`config.mk`:
```
export PLATFORM = sky130hd
export DESIGN_NAME = dmem_arbiter
export DESIGN_NICKNAME = d
export VERILOG_FILES = /design/src/rtl/dmem_arbiter_pkg.sv /design/src/rtl/dmem_arb_pick.sv /design/src/rtl/dmem_arbiter.sv
export SDC_FILE = /design/constraint.sdc
export NUM_CORES = 1
export LEC_CHECK = 0
export CORE_AREA = 2 2 115 117
export CTS_BUF_LIST = sky130_fd_sc_hd__clkbuf_4
export CTS_CLUSTER_DIAMETER = 60
export DETAILED_ROUTE_END_ITERATION = 10
export DIE_AREA = 0 0 117 119
export DONT_BUFFER_PORTS = 1
export GPL_ROUTABILITY_DRIVEN = 0
export GPL_TIMING_DRIVEN = 0
export PLACE_DENSITY_LB_ADDON = 0.3
export RECOVER_POWER = 25
export SYNTH_ARGS = -nofsm -noshare
export SYNTH_HDL_FRONTEND = slang
export SYNTH_SLANG_ARGS = --single-unit
export TNS_END_PERCENT = 20
```
`constraint.sdc`:
```
create_clock -name clk -period 12.37 [get_ports clk]
set_input_delay 3.711 -clock clk [delete_from_list [all_inputs] [get_ports clk]]
set_output_delay 3.711 -clock clk [all_outputs]
set_load 0.02 [all_outputs]
```
`src/rtl/dmem_arbiter_pkg.sv`:
```
// Shared types and constants for the data-memory arbiter.
package dmem_arbiter_pkg;

  localparam int unsigned ARB_ADDR_W = 32;
  localparam int unsigned ARB_DATA_W = 32;
  localparam int unsigned STARVE_W   = 4;

  localparam logic SRC_M0 = 1'b0;
  localparam logic SRC_M1 = 1'b1;

  // One memory access as held in the issue register
  typedef struct packed {
    logic                  we;
    logic [ARB_ADDR_W-1:0] addr;
    logic [ARB_DATA_W-1:0] wdata;
  } mem_req_t;

endpackage

```
`src/rtl/dmem_arb_pick.sv`:
```
// Combinational fixed-priority pick with a starvation override for master 1.
module dmem_arb_pick
  import dmem_arbiter_pkg::*;
#(
  parameter int unsigned STARVE_LIMIT = 4
) (
  input  logic                m0_req,
  input  logic                m1_req,
  input  logic [STARVE_W-1:0] starve_cnt,
  output logic                gnt0,
  output logic                gnt1
);

  logic starved;

  // Master 1 wins when master 0 is idle or has hit its consecutive-grant limit
  always_comb begin
    starved = (starve_cnt == STARVE_W'(STARVE_LIMIT));
    gnt1    = m1_req & (~m0_req | starved);
    gnt0    = m0_req & ~gnt1;
  end

endmodule

```
`src/rtl/dmem_arbiter.sv`:
```
// Two-master arbiter in front of the single-port data memory.
// Accepted accesses go through a one-stage issue register; read data returns
// through a registered response stage (accept N, access N+1, rvalid N+2).
// Optional grant/conflict counters are built when DMEM_ARB_PERF_EN is defined.
module dmem_arbiter
  import dmem_arbiter_pkg::*;
#(
  parameter int unsigned ADDR_W       = ARB_ADDR_W,
  parameter int unsigned DATA_W       = ARB_DATA_W,
  parameter int unsigned STARVE_LIMIT = 4
) (
  input  logic              clk,
  input  logic              reset,
  input  logic              m0_req,
  input  logic              m0_we,
  input  logic [ADDR_W-1:0] m0_addr,
  input  logic [DATA_W-1:0] m0_wdata,
  output logic              m0_gnt,
  output logic              m0_rvalid,
  output logic [DATA_W-1:0] m0_rdata,
  input  logic              m1_req,
  input  logic              m1_we,
  input  logic [ADDR_W-1:0] m1_addr,
  input  logic [DATA_W-1:0] m1_wdata,
  output logic              m1_gnt,
  output logic              m1_rvalid,
  output logic [DATA_W-1:0] m1_rdata,
  output logic [ADDR_W-1:0] mem_access_addr,
  output logic [DATA_W-1:0] mem_write_data,
  output logic              mem_write_en,
  output logic              mem_read_en,
  input  logic [DATA_W-1:0] mem_read_data
`ifdef DMEM_ARB_PERF_EN
  ,
  output logic [15:0]       perf_m0_cnt,
  output logic [15:0]       perf_m1_cnt,
  output logic [15:0]       perf_conflict_cnt
`endif
);

  logic                pick_gnt0, pick_gnt1;
  logic [STARVE_W-1:0] starve_q, starve_d;
  logic                iss_valid_q, iss_valid_d;
  logic                iss_src_q, iss_src_d;
  mem_req_t            iss_q, iss_d;
  logic                rsp_valid_q, rsp_valid_d;
  logic                rsp_src_q, rsp_src_d;
  logic [DATA_W-1:0]   rsp_data_q, rsp_data_d;

  dmem_arb_pick #(
    .STARVE_LIMIT (STARVE_LIMIT)
  ) u_pick (
    .m0_req     (m0_req),
    .m1_req     (m1_req),
    .starve_cnt (starve_q),
    .gnt0       (pick_gnt0),
    .gnt1       (pick_gnt1)
  );

  // No grant may be given while reset is held
  assign m0_gnt = pick_gnt0 & ~reset;
  assign m1_gnt = pick_gnt1 & ~reset;

  // Next-state for starvation counter, issue stage and response stage
  always_comb begin
    starve_d    = starve_q;
    iss_valid_d = m0_gnt | m1_gnt;
    iss_src_d   = iss_src_q;
    iss_d       = iss_q;
    rsp_valid_d = iss_valid_q & ~iss_q.we;
    rsp_src_d   = iss_src_q;
    rsp_data_d  = rsp_data_q;

    if (!m1_req || m1_gnt) begin
      starve_d = '0;
    end else if (m0_gnt && (starve_q != STARVE_W'(STARVE_LIMIT))) begin
      starve_d = starve_q + STARVE_W'(1);
    end

    if (m1_gnt) begin
      iss_src_d   = SRC_M1;
      iss_d.we    = m1_we;
      iss_d.addr  = ARB_ADDR_W'(m1_addr);
      iss_d.wdata = ARB_DATA_W'(m1_wdata);
    end else if (m0_gnt) begin
      iss_src_d   = SRC_M0;
      iss_d.we    = m0_we;
      iss_d.addr  = ARB_ADDR_W'(m0_addr);
      iss_d.wdata = ARB_DATA_W'(m0_wdata);
    end

    if (rsp_valid_d) begin
      rsp_data_d = mem_read_data;
    end
  end

  // Pipeline registers; reset drops whatever sits in the issue stage
  always_ff @(posedge clk or posedge reset) begin
    if (reset) begin
      starve_q    <= '0;
      iss_valid_q <= 1'b0;
      iss_src_q   <= SRC_M0;
      iss_q       <= '0;
      rsp_valid_q <= 1'b0;
      rsp_src_q   <= SRC_M0;
      rsp_data_q  <= '0;
    end else begin
      starve_q    <= starve_d;
      iss_valid_q <= iss_valid_d;
      iss_src_q   <= iss_src_d;
      iss_q       <= iss_d;
      rsp_valid_q <= rsp_valid_d;
      rsp_src_q   <= rsp_src_d;
      rsp_data_q  <= rsp_data_d;
    end
  end

  assign mem_access_addr = ADDR_W'(iss_q.addr);
  assign mem_write_data  = DATA_W'(iss_q.wdata);
  assign mem_write_en    = iss_valid_q & iss_q.we;
  assign mem_read_en     = iss_valid_q & ~iss_q.we;

  assign m0_rvalid = rsp_valid_q & (rsp_src_q == SRC_M0);
  assign m1_rvalid = rsp_valid_q & (rsp_src_q == SRC_M1);
  assign m0_rdata  = m0_rvalid ? rsp_data_q : '0;
  assign m1_rdata  = m1_rvalid ? rsp_data_q : '0;

`ifdef DMEM_ARB_PERF_EN
  logic [15:0] perf_m0_q, perf_m0_d;
  logic [15:0] perf_m1_q, perf_m1_d;
  logic [15:0] perf_cf_q, perf_cf_d;

  // Saturating grant and conflict counters
  always_comb begin
    perf_m0_d = perf_m0_q;
    perf_m1_d = perf_m1_q;
    perf_cf_d = perf_cf_q;
    if (m0_gnt && (perf_m0_q != 16'hFFFF)) perf_m0_d = perf_m0_q + 16'd1;
    if (m1_gnt && (perf_m1_q != 16'hFFFF)) perf_m1_d = perf_m1_q + 16'd1;
    if (m0_req && m1_req && (perf_cf_q != 16'hFFFF)) perf_cf_d = perf_cf_q + 16'd1;
  end

  // Counter registers
  always_ff @(posedge clk or posedge reset) begin
    if (reset) begin
      perf_m0_q <= '0;
      perf_m1_q <= '0;
      perf_cf_q <= '0;
    end else begin
      perf_m0_q <= perf_m0_d;
      perf_m1_q <= perf_m1_d;
      perf_cf_q <= perf_cf_d;
    end
  end

  assign perf_m0_cnt       = perf_m0_q;
  assign perf_m1_cnt       = perf_m1_q;
  assign perf_conflict_cnt = perf_cf_q;
`endif

endmodule

```
# Word-level counts from Yosys, hierarchy flattened
# Index checks and enable logic that the tools add are counted.
word_totals:
  reg_bits: 105
  inputBits: 166
  output_inout_bits: 134
  word_cells: 40
op_classes:
  add_sub_neg: 1
  n_eq_ne: 2
  n_mux: 8
  bitwise_logic: 15
  n_reduce_logical: 5
ops:
  columns: ["cell", "n"]
  rows:
  - ["$mux 65", 2]
  - ["$mux 32", 2]
  - ["$and 1x1->1", 8]
  - ["$mux 4", 2]
  - ["$not 1->1", 5]
  - ["$add 4x1->4 const B", 1]
  - ["$eq 4x3->1 const B", 1]
  - ["$ne 4x3->1 const B", 1]
  - ["$reduce_bool 2->1", 2]
  - ["$mux 1", 2]
  - ["$or 1x1->1", 2]
  - ["$logic_and 1x1->1", 1]
  - ["$logic_not 1->1", 1]
  - ["$logic_or 1x1->1", 1]

# Longest topological paths before layout
depth:
  word_depth: 9
  mapped_depth: 7
  mapped_depth_nobuf: 5

# Hierarchy
# A second synthesis with hierarchy kept.
hier_totals:
  cells_unflattened: 534
  hier_area_um2: 5570.3
modules_own_cells:
  columns: ["mod", "instances", "cells_each", "area_per_inst_um2", "seq_area_each_um2"]
  rows:
  - ["dmem_arbiter", 1, 530, 5544.1, 2627.5]
  - ["dmem_arb_pick", 1, 4, 26.3, 0.0]

# Worst setup path before layout
# Ideal clock, no wire load.
synth_timing:
  kind: "input-to-output"
  startpoint: "input port m0_req"
  endpoint: "output port m0_gnt"
  t_arrival_ns: 4.739
  required_ns: 8.659
  slack_ns: 3.920
  stages: 4
  n_path_buf: 2
  cell_sequence: "buf_2 > buf_2 > inv_1 > a211oi_1"
synth_between:
  elab_chain_len: 6
synth_rtl:
  columns: ["element", "line_no", "rtl"]
  rows:
  - ["from (decl)", "dmem_arbiter.sv:14", "input logic m0_req,"]
  - ["$not 1->1", "dmem_arb_pick.sv:19", "gnt1 = m1_req & (~m0_req | starved);"]
  - ["$or 1x1->1", "dmem_arb_pick.sv:19", null]
  - ["$and 1x1->1", "dmem_arb_pick.sv:19", null]
  - ["$not 1->1", "dmem_arb_pick.sv:20", "gnt0 = m0_req & ~gnt1;"]
  - ["$and 1x1->1 (*)", "dmem_arb_pick.sv:20", null]
  - ["$and 1x1->1 (*)", "dmem_arbiter.sv:61", "assign m0_gnt = pick_gnt0 & ~reset;"]
  - ["to (decl)", "dmem_arbiter.sv:18", "output logic m0_gnt,"]
# Every way passes the cells marked *; elsewhere a longest branch is shown, timed or not.

# Final worst setup path
# Same ends and word-level chain as after synthesis.

==> key figures <==
Synthesis
  • Post-synth EDFFs: 0
  • Synth Register Bits: about 110
  • Number of distinct library cells after synthesis: 30
  • Post-Syn Nets: around 660
  • Most frequent cell after synthesis: dfrtp_1
  • Ys async rst share: 100%
  • Synth Instances: around 500
  • Post-synthesis sequential area ratio: 45.7%
  • Mapped Avg Cell Area: roughly 12 um^2
  • Synth top cells by count: dfrtp_1, a221o_1, buf_4, o2111a_1, and2_1
  • Main synth FF type: dfrtp_1
  • Warnings, synthesis: 0
  • Area share of the largest cell type after synthesis: 45.7%
  • Synth area leaders: dfrtp_1, o2111a_1, a221o_1
  • Yosys top cell by area: dfrtp_1
  • Netlist Area Pre-Place: 5740 um^2

Setup path
  • CP peak stage delay: just under 1 ns
  • Reg2reg path depth: 5
  • Reg2reg end: mem_write_data[0]
  • Worst-path fanout max: 10
  • WS Path Type: input port to primary output
  • R2R setup slack: between 10 and 15 ns
  • Reg-to-Reg Start: starve_q[0]
  • Worst path slowest cell: a211oi_1
  • Required @ worst endpoint: roughly 8.7 ns
  • CP Capture Type: primary output
  • Critical Path AT: 5.31 ns
  • Critical path launch point type: input port
  • CP startpoint: m0_req
  • Critical Path, Cell by Cell: buf_2, buf_2, inv_1, a211oi_1
  • Critical Path Most Common Cell: buf_2
  • Crit path capture: m0_gnt

Status
  • Failing checks: capacitance limit, slew limit
  • Status: finished with violations

Pwr
  • Pwr/cell area: between 100 and 150 nW/um^2
  • VDD IR max: approximately 0.063 mV
  • Power Total: approximately 0.00084 W
  • LEAKAGE: 2.70 nW

STA
  • Fin crit share: between 70 and 80%
  • Fin. max-slew vios: 117
  • Peak Freq: between 100 and 150 MHz
  • Tmin final: around 9.0 ns
  • Hold Fails Final Rpt: 0
  • Final setup vio count: 0
  • Setup_tns: 0 ns
  • Worst Tran Pin Value: 3.42 ns
  • Max_slew headroom: -128%
  • Final Skew: roughly 0.021 ns
  • RSZ-0062 raised after global routing: false
  • Final hold slack: between 0.4 and 0.5 ns

Final layout
  • Nets@finish: approximately 670
  • Area grow syn2layout: 6.56%
  • Share of cells above drive strength 1: between 20% and 30%
  • Fillers: ~1.2k

Detailed routing
  • Antenna viol nets, final: 0
  • Vias per inst: about 6.3
  • Avg WL per Cell: 24.1 um
  • Routed WL: around 16 mm
  • Residual DRC: 0
  • Starting DRT DRC Count: 219
  • First drt pass iteration count: 4
  • Vias: 4276

Global route
  • Global-route wire length before repair: approximately 24 mm
  • Total track usage: a little under a quarter
  • Largest net degree at the start of global routing: ~70
  • Final global-route overflow total: 0
  • Vias in the first global route: 4351
  • Initial antenna violation count: 1

Clock network
  • Clock latency on the worst-skew pair: 0.48 ns
  • CTS root buf: clkbuf_4
  • Resized cells post-CTS: 0
  • CTS tree: yes
  • CTS clk-pin slew, worst paths: around 0.16 ns
  • CTS Buf Count: 9
  • CTS Hold Bufs: 0
  • Post-CTS setup buffers: 0
  • Clock Path Buffers: 2
  • Htree depth: 3
  • # clock sinks: approximately 110

Floorplanning
  • IO Count: 300
  • Die Width: 117 um
  • Num rows: 42
  • DIE AREA: about 14000 um^2
  • Die Y: 119 um
  • Core footprint: 12900 um^2
  • Initial Utilization: 44.6%

Job
  • Maximum capacitance violations: 2

Placed design
  • DPL Wire Length: 12.5 mm
  • I/O Buffers: 0

Min path
  • Worst hold path class: flop to flop
==> layout make-up <==
| cell class | instances | area, um^2 | area share [%] |
|---|---|---|---|
| antenna | 1 | 2.50 | 0.0409 |
| buffer | 121 | 746 | 12.2 |
| clock buffer | 9 | 67.6 | 1.10 |
| clock inverter | 7 | 85.1 | 1.39 |
| inverter | 8 | 30.0 | 0.491 |
| multi-input combinational | 255 | 2340 | 38.2 |
| sequential | 105 | 2630 | 42.9 |
| tap | 176 | 220 | 3.60 |
| timing repair buffer | 1 | 3.75 | 0.0613 |
==> critical path: cells and delay by family <==
family                 cells  cell delay (ns)
buffers and inverters      3             0.61
AOI/OAI and AO/OA          1             0.98
==> worst min path at each step <==
stage               from   endpoint  cells after the start
2_1_floorplan  iss_src_q  rsp_src_q                      0
3_3_place_gp   iss_src_q  rsp_src_q                      0
3_5_place_dp   iss_src_q  rsp_src_q                      0
4_1_cts        iss_src_q  rsp_src_q                      0
5_1_grt        iss_src_q  rsp_src_q                      0
6_report       iss_src_q  rsp_src_q                      0
==> report_power, final <==
part           total [W]  switching (W)  leakage [nW]  internal [W]
registers       0.000430      0.0000346          1.28      0.000395
clock network   0.000193       0.000127        0.0770     0.0000659
logic           0.000219       0.000125          1.34     0.0000942
==> routing by layer <==
layer | GRT usage [%] | wire (um) | up-vias
met5 | 0 | 0 | -
met4 | 9.49 | 442 | 0
met3 | 6.36 | 1440 | 31
met2 | 39.8 | 8380 | 238
met1 | 26.2 | 6210 | 2134
li1 | - | - | 1873
==> cell families after synthesis <==
group	Yosys count	share of synthesized area, %
muxes	32	6.27
buffers and inverters	129	13.5
DFF	105	45.7
adders and majority gates	2	0.436
and+or+nand+nor	81	8.91
AOI/OAI and AO/OA	140	25.1
==> flip-flops by register name, indices dropped and copies added, names as in the netlist <==
signal           flops
iss_q                1
iss_src_q            1
iss_valid_q          1
mem_access_addr     32
mem_write_data      32
rsp_data_q          32
rsp_src_q            1
rsp_valid_q          1
starve_q             4
==> layout by cell type, fill, tap and decap left out, types with 2 or more instances in the layout <==
cell,instances
nor2b_1,3
clkbuf_4,9
o2111a_1,64
inv_6,2
inv_8,2
buf_2,17
nand4_1,2
and2_1,34
a221o_1,65
nand2_1,2
dfrtp_1,105
ha_1,2
nor2_1,2
mux2_2,32
buf_6,4
inv_1,7
a21oi_1,5
and3_1,33
clkinvlp_4,2
clkbuf_1,36
buf_4,64
==> through the flow <==
step           instances  utilization [%]  setup slack, ns  cell area (um^2)
2_1_floorplan        489                -             3.92              5740
3_3_place_gp         665             46.3             2.47              5960
3_5_place_dp         666             46.6             3.28              6000
4_1_cts              682             47.8             3.28              6150
5_1_grt              683             47.5             2.69              6120
6_report             683             47.5             3.35              6120
Power figures use the tool's default switching activity.
